## src/rtl/mem_access_ctrl_if.sv

```systemverilog
// Load/store request and response handshake between a requester and the
// memory access controller. The requester is the master, the controller the slave.
interface mem_access_ctrl_if #(
  parameter int RAW = 8
);
  logic            req_valid;
  logic            req_ready;
  logic            req_write;
  logic [RAW-1:0]  req_addr;
  logic [31:0]     req_wdata;
  logic            rsp_valid;
  logic [31:0]     rsp_rdata;
  logic            rsp_ready;

  modport master (
    output req_valid, req_write, req_addr, req_wdata, rsp_ready,
    input  req_ready, rsp_valid, rsp_rdata
  );

  modport slave (
    input  req_valid, req_write, req_addr, req_wdata, rsp_ready,
    output req_ready, rsp_valid, rsp_rdata
  );
endinterface

```

## src/rtl/mem_access_ctrl.sv

```systemverilog
// Memory access controller: an instruction fetch unit reading a combinational
// ROM, and an independent single-outstanding load/store engine driving a
// synchronous RAM whose read data appears the cycle after the strobe.
module mem_access_ctrl #(
  parameter int NUM_RAM_ADDRESS = 256,
  parameter int NUM_ROM_ADDRESS = 256,
  localparam int RAW = $clog2(NUM_RAM_ADDRESS),
  localparam int ROW = $clog2(NUM_ROM_ADDRESS)
) (
  input  logic                 clk,
  input  logic                 reset,
  // instruction fetch
  input  logic                 fetch_en,
  input  logic                 branch_valid,
  input  logic [ROW-1:0]       branch_target,
  output logic [ROW-1:0]       pc,
  output logic [31:0]          instr,
  output logic                 instr_valid,
  // load/store handshake
  mem_access_ctrl_if.slave     bus,
  // memory side
  output logic [ROW-1:0]       rom_address,
  input  logic [31:0]          rom_out,
  output logic [RAW-1:0]       ram_address,
  output logic [31:0]          data_reg_to_mem,
  output logic                 ram_write,
  output logic                 ram_enable,
  input  logic [31:0]          ram_out
);

  typedef enum logic [1:0] {
    IDLE,
    ACCESS,
    CAPTURE,
    RESP
  } state_t;

  state_t          state;
  state_t          state_next;
  logic            wr_q;
  logic [RAW-1:0]  addr_q;
  logic [31:0]     wdata_q;
  logic [31:0]     rsp_rdata_q;
  logic            req_ready_c;
  logic            rsp_valid_c;
  logic [ROW-1:0]  pc_next;

  // The last ROM word wraps to zero explicitly so non-power-of-two depths work.
  assign pc_next     = (pc == ROW'(NUM_ROM_ADDRESS - 1)) ? '0 : pc + ROW'(1);
  assign rom_address = pc;

  // Fetch: a branch wins over a fetch and discards the word on the ROM bus.
  always_ff @(posedge clk or negedge reset) begin
    if (!reset) begin
      pc          <= '0;
      instr       <= '0;
      instr_valid <= 1'b0;
    end else if (branch_valid) begin
      pc          <= branch_target;
      instr_valid <= 1'b0;
    end else if (fetch_en) begin
      instr       <= rom_out;
      instr_valid <= 1'b1;
      pc          <= pc_next;
    end else begin
      instr_valid <= 1'b0;
    end
  end

  // Load/store state register; reset drops any transaction in flight.
  always_ff @(posedge clk or negedge reset) begin
    if (!reset) begin
      state <= IDLE;
    end else begin
      state <= state_next;
    end
  end

  // Next state and handshake/strobe decode for the load/store engine.
  always_comb begin
    state_next  = state;
    req_ready_c = 1'b0;
    rsp_valid_c = 1'b0;
    ram_enable  = 1'b0;
    ram_write   = 1'b0;
    case (state)
      IDLE: begin
        req_ready_c = 1'b1;
        if (bus.req_valid) begin
          state_next = ACCESS;
        end
      end
      ACCESS: begin
        ram_enable = 1'b1;
        ram_write  = wr_q;
        state_next = wr_q ? RESP : CAPTURE;
      end
      CAPTURE: begin
        state_next = RESP;
      end
      RESP: begin
        rsp_valid_c = 1'b1;
        if (bus.rsp_ready) begin
          state_next = IDLE;
        end
      end
      default: begin
        state_next = IDLE;
      end
    endcase
  end

  // Request latch and response data; rsp_rdata only moves in ACCESS/CAPTURE so it is stable in RESP.
  always_ff @(posedge clk or negedge reset) begin
    if (!reset) begin
      wr_q        <= 1'b0;
      addr_q      <= '0;
      wdata_q     <= '0;
      rsp_rdata_q <= '0;
    end else begin
      case (state)
        IDLE: begin
          if (bus.req_valid) begin
            wr_q    <= bus.req_write;
            addr_q  <= bus.req_addr;
            wdata_q <= bus.req_wdata;
          end
        end
        ACCESS: begin
          if (wr_q) begin
            rsp_rdata_q <= '0;
          end
        end
        CAPTURE: begin
          rsp_rdata_q <= ram_out;
        end
        default: begin
        end
      endcase
    end
  end

  assign ram_address     = addr_q;
  assign data_reg_to_mem = wdata_q;
  assign bus.req_ready   = req_ready_c;
  assign bus.rsp_valid   = rsp_valid_c;
  assign bus.rsp_rdata   = rsp_rdata_q;

endmodule
```

## src/flat_wrapper.sv

```systemverilog
// flat-port wrapper written by rule: the top's interface ports become plain ports
module mem_access_ctrl_flat 
#(
  parameter int NUM_RAM_ADDRESS = 256,
  parameter int NUM_ROM_ADDRESS = 256,
  localparam int RAW = $clog2(NUM_RAM_ADDRESS),
  localparam int ROW = $clog2(NUM_ROM_ADDRESS)
)
  (clk, reset, fetch_en, branch_valid, branch_target, pc, instr, instr_valid, rom_address, rom_out, ram_address, data_reg_to_mem, ram_write, ram_enable, ram_out, bus_req_valid, bus_req_write, bus_req_addr, bus_req_wdata, bus_rsp_ready, bus_req_ready, bus_rsp_valid, bus_rsp_rdata);
  mem_access_ctrl_if bus_i ();
  input  logic clk;
  input  logic reset;
  input  logic fetch_en;
  input  logic branch_valid;
  input  logic [ROW-1:0] branch_target;
  output logic [ROW-1:0] pc;
  output logic [31:0] instr;
  output logic instr_valid;
  output logic [ROW-1:0] rom_address;
  input  logic [31:0] rom_out;
  output logic [RAW-1:0] ram_address;
  output logic [31:0] data_reg_to_mem;
  output logic ram_write;
  output logic ram_enable;
  input  logic [31:0] ram_out;
  input wire logic [$bits(bus_i.req_valid)-1:0] bus_req_valid;
  input wire logic [$bits(bus_i.req_write)-1:0] bus_req_write;
  input wire logic [$bits(bus_i.req_addr)-1:0] bus_req_addr;
  input wire logic [$bits(bus_i.req_wdata)-1:0] bus_req_wdata;
  input wire logic [$bits(bus_i.rsp_ready)-1:0] bus_rsp_ready;
  output wire logic [$bits(bus_i.req_ready)-1:0] bus_req_ready;
  output wire logic [$bits(bus_i.rsp_valid)-1:0] bus_rsp_valid;
  output wire logic [$bits(bus_i.rsp_rdata)-1:0] bus_rsp_rdata;
  assign bus_i.req_valid = bus_req_valid;
  assign bus_i.req_write = bus_req_write;
  assign bus_i.req_addr = bus_req_addr;
  assign bus_i.req_wdata = bus_req_wdata;
  assign bus_i.rsp_ready = bus_rsp_ready;
  assign bus_req_ready = bus_i.req_ready;
  assign bus_rsp_valid = bus_i.rsp_valid;
  assign bus_rsp_rdata = bus_i.rsp_rdata;
  mem_access_ctrl #(.NUM_RAM_ADDRESS(NUM_RAM_ADDRESS), .NUM_ROM_ADDRESS(NUM_ROM_ADDRESS)) u_core (.clk(clk), .reset(reset), .fetch_en(fetch_en), .branch_valid(branch_valid), .branch_target(branch_target), .pc(pc), .instr(instr), .instr_valid(instr_valid), .bus(bus_i), .rom_address(rom_address), .rom_out(rom_out), .ram_address(ram_address), .data_reg_to_mem(data_reg_to_mem), .ram_write(ram_write), .ram_enable(ram_enable), .ram_out(ram_out));
endmodule
```

## config.mk

```make
export PLATFORM = sky130hd
export DESIGN_NAME = mem_access_ctrl_flat
export DESIGN_NICKNAME = d
export VERILOG_FILES = /design/src/rtl/mem_access_ctrl_if.sv /design/src/rtl/mem_access_ctrl.sv /design/src/flat_wrapper.sv
export SDC_FILE = /design/constraint.sdc
export NUM_CORES = 1
export LEC_CHECK = 0
export CAP_MARGIN = 20
export CORE_MARGIN = 5
export CORE_UTILIZATION = 40
export CTS_CLUSTER_SIZE = 28
export DETAILED_ROUTE_END_ITERATION = 16
export HOLD_SLACK_MARGIN = 0.15
export PLACE_DENSITY_LB_ADDON = 0.3
export SYNTH_ARGS = -nofsm -noshare
export SYNTH_HDL_FRONTEND = slang
export SYNTH_SLANG_ARGS = --single-unit
```

## constraint.sdc

```tcl
create_clock -name clk -period 2.2 [get_ports clk]
set_input_delay 0.33 -clock clk [delete_from_list [all_inputs] [get_ports clk]]
set_output_delay 0.33 -clock clk [all_outputs]
set_load 0.01 [all_outputs]
```

==> impl_metrics.py <==
metrics = {
    "min_path": {
        "hold_class": "in -> async",
    },
    "clock_tree": {
        "h-tree-depth": 4,
        "cts_buffers": 17,
        "cts.sinks": 116,
        "clk_latency_ns": 0.40,
        "clockRootBuffer": "clkbuf_16",
        "post_cts_buffers": 0,
        "path_clk_slew_ns": 0.06,
        "clockBufferDepth": 2,
        "cts_tree": "built",
    },
    "synthesis": {
        "netlist_area_sq_um": 4710,
        "ys_top_cells_by_area": "dfrtp_1, nand2_1, mux2_1, o21ai_1, ha_1",
        "synth-seq-cells": 116,
        "synth_top_area_share_pct": 61.6,
        "async_flop_share_pct": 100,
        "post-synth-top-count-cell": "nand2_1",
        "synthDistinctLibCells": 33,
        "synth_ff_type": "dfrtp_1",
        "yosysTopAreaCell": "dfrtp_1",
        "synthTopCellsByCount": "nand2_1, dfrtp_1, mux2_1",
        "synth-seq-area-share_pct": 61.6,
        "post_synth.cell_area_avg_sq_um": 10.7,
        "synth_nets": 564,
        "synth_edf_count": 0,
        "ys_warn_count": 0,
        "synth_cells": 439,
    },
    "placement": {
        "place_hpwl_microns": 10000,
        "placed_area_sq_um": 7260,
        "gp_routability_congestion": 0.771,
        "port_buffers": 243,
    },
    "floorplanning": {
        "coreArea_sq_um": 11500,
        "die_area_sq_um": 14000,
        "initial_core_util_pct": 41.1,
        "ios": 244,
        "dieHeight_microns": 119,
        "rows": 39,
        "fp.dieW_microns": 119,
    },
    "grt": {
        "grtUsageTotal_pct": 19.7,
        "grt_pass1_wl_microns": 22200,
        "overflow": 0,
        "grt_antenna_before_repair": 0,
        "grt_pass1_vias": 4213,
        "grt_start_max_net_pins": 110,
    },
    "setup_path": {
        "crit_path_max_fanout": 5,
        "crit_type": "reg -> out",
        "worstSetupEndpointType": "output pin",
        "arrival_ns": 1.79,
        "start_kind": "flop",
        "required_ns": 1.87,
    },
    "sta": {
        "tightest_slew_ns": 0.565,
        "finalSetupTns_ns": 0,
        "finalCriticalPeriod_ns": 2.12,
        "setup_viol": 0,
        "hold_viol_final": 0,
        "finClkSkew_ns": 0.0153,
        "rsz0062_at_grt": "no",
        "max-slew-margin-rel_pct": 62.3,
        "fmaxAchievable_mhz": 471,
        "whs_ns": 0.302,
        "finalCritPeriodShare_pct": 96.5,
        "maxSlewViolCount": 0,
    },
    "final_layout": {
        "num_antenna_cells": 0,
        "post-route-cell-area_sq_um": 7930,
        "layout.nets": 805,
        "syn2layout_area_growth_pct": 68.4,
        "drive_above_1_share_pct": 6.78,
    },
    "route": {
        "drc_errors": 0,
        "vias": 3996,
        "vias_per_cell": 4.78,
        "wl_per_cell_microns": 16.4,
        "dr.pass1.iters": 4,
        "ant_nets": 0,
        "finalWirelength_microns": 13700,
        "drtIter0Drc": 188,
    },
    "pwr": {
        "p_leak_uw": 0.00348,
        "ir_drop_uv": 724,
        "p_per_area_nw_per_um2": 1200,
    },
    "run": {
        "maxCapViolations": 0,
    },
    "run_status": {
        "outcome": "complete, no violations",
    },
}
metrics by stage:
stage	setup slack [ns]	cells	utilization [%]	power (uW)
after global placement	0.404	803	63.3	6410
after CTS	0.0639	836	69.2	9600
final	0.0773	836	69.2	9480
after global routing	0.00717	836	69.2	10000
after floorplan	0.564	439	-	4610
after detailed placement	0.316	803	63.3	6530
where the power goes:
group / leakage (uW) / switching [uW] / internal, uW
combinational: 0.00172 / 1500 / 1840
sequential: 0.00145 / 345 / 2760
clock: 0.000308 / 966 / 2070
total: 0.00347 / 2810 / 6670
cells in the final DEF (no fill, tap or decap), drive strengths merged, types with 4 or more instances in the layout:
cell             n
o21ai           41
bufinv           5
buf              9
clkinvlp         4
mux2            42
clkdlybuf4s50  241
dfrtp          116
ha               6
nand2          168
clkbuf          20
nand3            4
final timing paths:
path / startpoint / slack (ns) / end / cells past startpoint
min: reset / 0.30 / u_core.instr[7]$_DFFE_PN0P_ / 2
max: u_core.state[0]$_DFFE_PN0P_ / 0.08 / bus_req_ready / 3
min reg2reg: u_core.instr[4]$_DFFE_PN0P_ / 0.47 / u_core.instr[4]$_DFFE_PN0P_ / 2
max reg2reg: u_core.state[0]$_DFFE_PN0P_ / 0.50 / u_core.bus.rsp_rdata[26]$_DFFE_PN0P_ / 5
min in group clk: rom_out[7] / 0.46 / u_core.instr[7]$_DFFE_PN0P_ / 3
max in group asynchronous: reset / 1.12 / u_core.data_reg_to_mem[4]$_DFFE_PN0P_ / 3
registers in the layout (all words and copies together) (netlist names):
name / cells
u_core.ram_address: 8
u_core.data_reg_to_mem: 32
u_core.wr_q: 1
u_core.bus.rsp_rdata: 32
u_core.instr_valid: 1
u_core.state: 2
u_core.instr: 32
u_core.pc: 8
layer usage:
layer	GRT usage [%]	part of all wire (%)
met5	0	0
met3	6.54	6.8
met1	22.9	39
met2	34.5	53
met4	5.88	1.2
layout make-up:
type	count	area [sq um]
multi-input combinational	290	1640
clock inverter	12	203
sequential	116	2900
fill	884	3540
clock buffer	20	457
inverter	3	11.3
timing repair buffer	252	2540
tap	143	179
worst max-delay path, stage by stage, from the launching register on:
cell             delay, ns
dfrtp_1               0.41
inv_1                 0.16
ha_1                  0.23
clkdlybuf4s50_1       0.59
kinds of logic after synthesis:
| logic type | synth area share (%) |
|---|---|
| adders and majority gates | 1.59 |
| AOI/OAI and AO/OA | 6.08 |
| and+or+nand+nor | 16.0 |
| muxes | 10.7 |
| DFF | 61.6 |
| xor gates and xnor gates | 0.372 |
| buffers and inverters | 3.61 |
timing repair:
item | in CTS | in global routing
hold buffers | 1 | 0
gates resized for setup | 2 | 0
endpoints found under the hold margin | 116 | 0
setup endpoints to repair | 1 | 0
No activity file was read; power rests on OpenSTA's default activity.
